`src/rtl/scratchpad_arb_pkg.sv`:
```
// Shared types and constants for the scratchpad port arbiter.
// The struct widths follow the DEF_* values; keep them in step with the top-level parameters.
package scratchpad_arb_pkg;
  localparam int DEF_NUM_REQ    = 3;
  localparam int DEF_ADDR_WIDTH = 29;
  localparam int DEF_DATA_WIDTH = 64;
  localparam int DEF_MASK_WIDTH = DEF_DATA_WIDTH / 8;
  localparam int DEF_MAX_WAIT   = 4;
  localparam int REQ_ID_W       = $clog2(DEF_NUM_REQ);
  localparam int PRIORITY_REQ   = 0;

  typedef struct packed {
    logic                      write;
    logic [DEF_ADDR_WIDTH-1:0] addr;
    logic [DEF_DATA_WIDTH-1:0] wdata;
    logic [DEF_MASK_WIDTH-1:0] mask;
  } scratchpad_req_t;

  typedef struct packed {
    logic                valid;
    logic [REQ_ID_W-1:0] id;
  } scratchpad_rsp_t;
endpackage

```
`src/rtl/scratchpad_port_arbiter_rr_picker.sv`:
```
// Combinational rotating-priority picker: one-hot grant to the first request after i_ptr, with wrap.
module rr_picker
  import scratchpad_arb_pkg::*;
#(
  parameter int N     = 2,
  parameter int PTR_W = (N > 1) ? $clog2(N) : 1
) (
  input  logic [N-1:0]     i_req,
  input  logic [PTR_W-1:0] i_ptr,
  output logic [N-1:0]     o_gnt
);
  // Walk from the farthest candidate back to the nearest so the nearest valid one wins.
  always_comb begin
    o_gnt = '0;
    for (int k = N; k >= 1; k--) begin
      if (i_req[(int'(i_ptr) + k) % N]) begin
        o_gnt = '0;
        o_gnt[(int'(i_ptr) + k) % N] = 1'b1;
      end
    end
  end
endmodule

```
`src/rtl/scratchpad_port_arbiter.sv`:
```
// Shares the single scratchpad port: requester 0 has starvation-bounded priority,
// the rest are served round-robin; responses return one cycle after the grant.
module scratchpad_port_arbiter
  import scratchpad_arb_pkg::*;
#(
  parameter int NUM_REQ    = DEF_NUM_REQ,
  parameter int ADDR_WIDTH = DEF_ADDR_WIDTH,
  parameter int DATA_WIDTH = DEF_DATA_WIDTH,
  parameter int MASK_WIDTH = DATA_WIDTH / 8,
  parameter int MAX_WAIT   = DEF_MAX_WAIT
) (
  input  logic                         clk,
  input  logic                         rst,
  input  logic [NUM_REQ-1:0]           req_valid,
  output logic [NUM_REQ-1:0]           req_ready,
  input  logic [NUM_REQ-1:0]           req_write,
  input  logic [NUM_REQ*ADDR_WIDTH-1:0] req_addr,
  input  logic [NUM_REQ*DATA_WIDTH-1:0] req_wdata,
  input  logic [NUM_REQ*MASK_WIDTH-1:0] req_mask,
  output logic [NUM_REQ-1:0]           rsp_valid,
  output logic [DATA_WIDTH-1:0]        rsp_rdata,
  output logic                         scratchpad_write_o,
  output logic [ADDR_WIDTH-1:0]        scratchpad_addr_o,
  output logic [DATA_WIDTH-1:0]        scratchpad_wdata_o,
  output logic [MASK_WIDTH-1:0]        scratchpad_mask_o,
  input  logic [DATA_WIDTH-1:0]        scratchpad_rdata_i
);
  localparam int NP    = NUM_REQ - 1;
  localparam int PTR_W = (NP > 1) ? $clog2(NP) : 1;
  localparam int CNT_W = $clog2(MAX_WAIT + 1);

  logic [CNT_W-1:0]    r_starve_cnt;
  logic [REQ_ID_W-1:0] r_rr_ptr;
  scratchpad_rsp_t     r_pend;
  logic                r_pend_write;

  logic [NP-1:0]       w_np_valid;
  logic [NP-1:0]       w_np_gnt;
  logic [PTR_W-1:0]    w_np_ptr;
  logic [NUM_REQ-1:0]  w_gnt;
  logic                w_gnt_any;
  logic [REQ_ID_W-1:0] w_gnt_id;
  scratchpad_req_t     w_win;

  // The picker only sees requesters 1..NUM_REQ-1, so its pointer is rr_ptr shifted down by one.
  assign w_np_valid = req_valid[NUM_REQ-1:1];
  assign w_np_ptr   = PTR_W'(r_rr_ptr - 1'b1);

  rr_picker #(
    .N     (NP),
    .PTR_W (PTR_W)
  ) u_rr_picker (
    .i_req (w_np_valid),
    .i_ptr (w_np_ptr),
    .o_gnt (w_np_gnt)
  );

  always_comb begin
    w_gnt = '0;
    if (!rst) begin
      if (req_valid[PRIORITY_REQ] && (r_starve_cnt < CNT_W'(MAX_WAIT)))
        w_gnt[PRIORITY_REQ] = 1'b1;
      else if (|w_np_valid)
        w_gnt[NUM_REQ-1:1] = w_np_gnt;
      else if (req_valid[PRIORITY_REQ])
        w_gnt[PRIORITY_REQ] = 1'b1;
    end
  end

  assign req_ready = w_gnt;
  assign w_gnt_any = |w_gnt;

  always_comb begin
    w_win    = '0;
    w_gnt_id = '0;
    for (int i = 0; i < NUM_REQ; i++) begin
      if (w_gnt[i]) begin
        w_gnt_id    = REQ_ID_W'(i);
        w_win.write = req_write[i];
        w_win.addr  = req_addr[i*ADDR_WIDTH +: ADDR_WIDTH];
        w_win.wdata = req_wdata[i*DATA_WIDTH +: DATA_WIDTH];
        w_win.mask  = req_mask[i*MASK_WIDTH +: MASK_WIDTH];
      end
    end
  end

  assign scratchpad_write_o = w_win.write;
  assign scratchpad_addr_o  = w_win.addr;
  assign scratchpad_wdata_o = w_win.wdata;
  assign scratchpad_mask_o  = w_win.mask;

  // Grant stage -> response stage boundary.
  always_ff @(posedge clk) begin
    if (rst) begin
      r_starve_cnt <= '0;
      r_rr_ptr     <= REQ_ID_W'(NUM_REQ - 1);
      r_pend       <= '0;
      r_pend_write <= 1'b0;
    end else begin
      r_pend.valid <= w_gnt_any;
      r_pend.id    <= w_gnt_id;
      r_pend_write <= w_win.write;
      if (w_gnt_any && !w_gnt[PRIORITY_REQ]) begin
        r_rr_ptr     <= w_gnt_id;
        r_starve_cnt <= '0;
      end else if (!(|w_np_valid)) begin
        r_starve_cnt <= '0;
      end else if (w_gnt[PRIORITY_REQ] && (r_starve_cnt != CNT_W'(MAX_WAIT))) begin
        r_starve_cnt <= r_starve_cnt + 1'b1;
      end
    end
  end

  // Reset in the response cycle drops the in-flight response.
  always_comb begin
    rsp_valid = '0;
    rsp_rdata = '0;
    if (!rst && r_pend.valid) begin
      rsp_valid[r_pend.id] = 1'b1;
      if (!r_pend_write)
        rsp_rdata = scratchpad_rdata_i;
    end
  end

  a_ready_onehot0 : assert property (@(posedge clk) $onehot0(req_ready));
  a_rsp_onehot0   : assert property (@(posedge clk) $onehot0(rsp_valid));
  a_no_gnt_in_rst : assert property (@(posedge clk) rst |-> (req_ready == '0));
endmodule

```
`config.mk`:
```
export PLATFORM = sky130hd
export DESIGN_NAME = scratchpad_port_arbiter
export DESIGN_NICKNAME = d
export VERILOG_FILES = /design/src/rtl/scratchpad_arb_pkg.sv /design/src/rtl/scratchpad_port_arbiter_rr_picker.sv /design/src/rtl/scratchpad_port_arbiter.sv
export SDC_FILE = /design/constraint.sdc
export NUM_CORES = 1
export LEC_CHECK = 0
export BUFFER_PORTS_ARGS = -buffer_cell sky130_fd_sc_hd__buf_4
export CAP_MARGIN = 20
export CORE_AREA = 3 3 211 213
export DETAILED_ROUTE_END_ITERATION = 7
export DIE_AREA = 0 0 214 216
export PLACE_DENSITY = 0.37
export SYNTH_ARGS = -nofsm -noshare
export SYNTH_HDL_FRONTEND = slang
export SYNTH_SLANG_ARGS = --single-unit
```
`constraint.sdc`:
```
create_clock -name clk -period 1.7 [get_ports clk]
set_input_delay 0.17 -clock clk [delete_from_list [all_inputs] [get_ports clk]]
set_output_delay 0.17 -clock clk [all_outputs]
set_load 0.05 [all_outputs]
```
==> metrics.csv <==
stage;metric;value;unit
power;power_frac_comb;82.4;%
sta;min_period;1.96;ns
floorplan;rows;76;
placed_design;gp_congestion;0.887;
cells_and_area;final_util;20.3;%
yosys;ys_top_cells_by_count;103 x a221o_1, 102 x and3_1, 65 x and2_1, 33 x clkbuf_1, 14 x buf_2;
floorplan;die_w;214;µm
sta;setup_tns;-21.04;ns
sta;hold_violations;0;
worst_setup_path;max_stage_delay;0.45;ns
route;met1_length;11500;µm
yosys;ys_types;24;
yosys;synth_edf_count;0;
route;met2WireLength;14500;µm
route;first_iter_violations;205;
global_routing;grt_usage;11.1;%
floorplan;start_util;6.27;%
sta;fmax;509;MHz
cts;cts_inserted_buffers;3;
sta;max_slew_margin;80.3;%
route;drt.antenna.violating_nets;0;
yosys;synth_async_sr_flop_share;0;%
yosys;synth_ff_type;dfxtp_1;
route;routed.top_layer;met5;
cts;cts_tree;done;
floorplan;ios;547;
power;swShare;46.4;%
cts;cts_root_buf;clkbuf_16;
worst_setup_path;end_kind;output port;
power;p_sw;1.60;mW
yosys;synth_fp_nets;734;
power;intPower;1.85;mW
yosys;yosysSeqAreaShare;5.96;%
cells_and_area;area.growth.synth_to_final;223;%
route;drcViolationCount;0;
route;dr_wl_met3;1910;µm
yosys;yosysTopAreaCell;a221o_1;
floorplan;core_area;42900;µm²
power;clkPwrFrac;11.7;%
worst_setup_path;cp_slowest_cell;a221o_1;
yosys;syn-cell-area;2690;µm²
sta;maxSlewViolCount;0;
cts;cts_max_level;1;
cts;clock_path_buffers;2;
route;first_pass_iters;4;
floorplan;dieHeight;216;µm
global_routing;grt_overflow;0;
yosys;postSynthCellCount;357;
power;p_leak;4.50;nW
route;drt-vias-per-instance;3.71;
sta;finalSetupViolCount;102;
yosys;synth_top_area_share;38.3;%
cells_and_area;nNetsFinal;1281;
worst_setup_path;required;1.53;ns
cts;clkSinkCount;8;
hold_path;hp-class;input port to register;
status;outcome;finished with violations;
power;seq_power_share;6.0;%
yosys;synth_area_per_cell;7.53;µm²
global_routing;grt_max_degree;65;
flow_run;max_cap_violations;0;
yosys;synth_area_leaders;a221o_1 38%, and3_1 24%, and2_1 15%;
floorplan;die_area;46200;µm²
route;wl_per_cell;19.2;µm
worst_setup_path;cp.arrival;1.79;ns
route;vias;5525;
yosys;ys_ff_latch;8;
power;irDropWorstVdd;0.191;mV
cts;clk-insertion-delay-late;0.23;ns
sta;fin_ws;-0.264;ns
power;p_per_area;397;nW/µm²
global_routing;grt_pass1_wl;39100;µm
placed_design;io_buffers;546;
sta;rsz0062_at_grt;true;
cells_and_area;drive_gt1_share;73.5;%
placed_design;place_hpwl;22000;µm
placed_design;pre_cts_ws;-0.0282;ns
worst_setup_path;cp-start-kind;register;
yosys;yosysMostFrequentCell;a221o_1;
status;violations;setup timing;
global_routing;antenna_found_initial;6;
sta;period_share;116;%
sta;worstMarginPinSlew;0.296;ns
worst_setup_path;critPathKind;register to output port;
sta;skew;0.00284;ns
worst_setup_path;cp_max_fo;53;
yosys;yosysWarnings;0;
route;wl;28500;µm
cells_and_area;nFillCells;4768;
cts;path_clk_slew;0.04;ns
global_routing;grt_pass1_vias;5792;
worst_setup_path;path_cells;nand2b_4 > and4b_4 > buf_16 > a221o_1 > buf_6;
cts;holdBufCountCts;0;
[power groups by stage]
stage / Combinational [mW] / Clock [mW] / Sequential, mW
3_3_place_gp: 2.60 / 0 / 0.208
5_1_grt: 2.97 / 0.421 / 0.207
3_5_place_dp: 2.59 / 0 / 0.208
2_1_floorplan: 1.35 / 0 / 0.206
4_1_cts: 2.85 / 0.409 / 0.206
6_report: 2.84 / 0.403 / 0.206
[layer usage]
layer  global-route usage, %  vias to the layer above
li1                        -                     2552
met5                       0                        -
met1                    13.2                     2615
met2                    20.3                      332
met4                    3.06                        2
met3                    2.28                       24
[placed cells by master (no fill, tap or decap), types with 2 or more instances in the layout]
master       n
clkbuf_16    5
and3_1      96
buf_4      458
a221o_1     56
buf_12      17
ha_1         2
buf_8        8
nand2b_1     2
and4b_1      2
nor3b_2      2
and3_4       6
inv_1        2
nand2b_4     2
nor4b_1      2
buf_16       7
a221o_2     47
buf_6      104
and2_1      65
dfxtp_1      7
and4b_4      2
[cells by family after synthesis]
group / count (synthesis) / share of synthesized area [%]
AO/OA/AOI/OAI: 105 / 38.8
adder cells (fa/ha/maj): 2 / 0.931
flip-flops: 8 / 5.96
AND/OR/NAND/NOR: 186 / 44.2
buffers and inverters: 56 / 10.1
[state kept, by name (all words and copies together), names as in the netlist]
name          cells
r_pend_write      1
r_rr_ptr          1
r_pend            3
r_starve_cnt      3
[metrics by stage]
stage / cell area [µm²] / hold WS (ns) / total power, mW / std cells
2_1_floorplan: 2770 / 0.308 / 1.56 / 357
5_1_grt: 8690 / 0.297 / 3.60 / 1488
3_5_place_dp: 7780 / 0.448 / 2.80 / 1465
3_3_place_gp: 7780 / 0.451 / 2.81 / 1465
6_report: 8690 / 0.258 / 3.45 / 1488
4_1_cts: 8620 / 0.255 / 3.46 / 1486
[final timing paths]
check                           slack, ns                           end                          from  cells after the start
worst max-delay path                -0.26         scratchpad_addr_o[21]  r_starve_cnt[2]$_SDFFE_PP0P_                      5
worst min-delay path                 0.26      r_rr_ptr[0]$_SDFFE_PP0P_                           rst                      3
worst max register to register       0.03       r_pend_write$_SDFF_PP0_  r_starve_cnt[2]$_SDFFE_PP0P_                      5
worst min register to register       0.46  r_starve_cnt[0]$_SDFFE_PP0P_  r_starve_cnt[0]$_SDFFE_PP0P_                      1
[area by class of cell]
cell class / instances / area [µm²] / area share [%]
Antenna cell: 1 / 2.50 / 0.0288
Clock buffer: 3 / 75.1 / 0.864
Inverter: 2 / 7.51 / 0.0864
Multi-Input combinational cell: 293 / 2400 / 27.6
Sequential cell: 8 / 161 / 1.86
Tap cell: 585 / 732 / 8.42
Timing Repair Buffer: 596 / 5310 / 61.1
[what timing repair did]
| action | CTS | global route |
|---|---|---|
| gates cloned | 7 | 2 |
| endpoints found under the setup margin | 102 | 105 |
| pin swaps | 37 | 13 |
| gates resized for setup | 131 | 15 |
| buffers inserted | 11 | 1 |
[worst max-delay path, delay by kind of cell, from the launching register on]
family | cells | cell delay [ns]
buffers and inverters | 2 | 0.37
AOI/OAI and AO/OA | 1 | 0.45
DFF | 1 | 0.30
and+or+nand+nor | 2 | 0.38
Note: power is estimated with default switching activity, not from simulation.
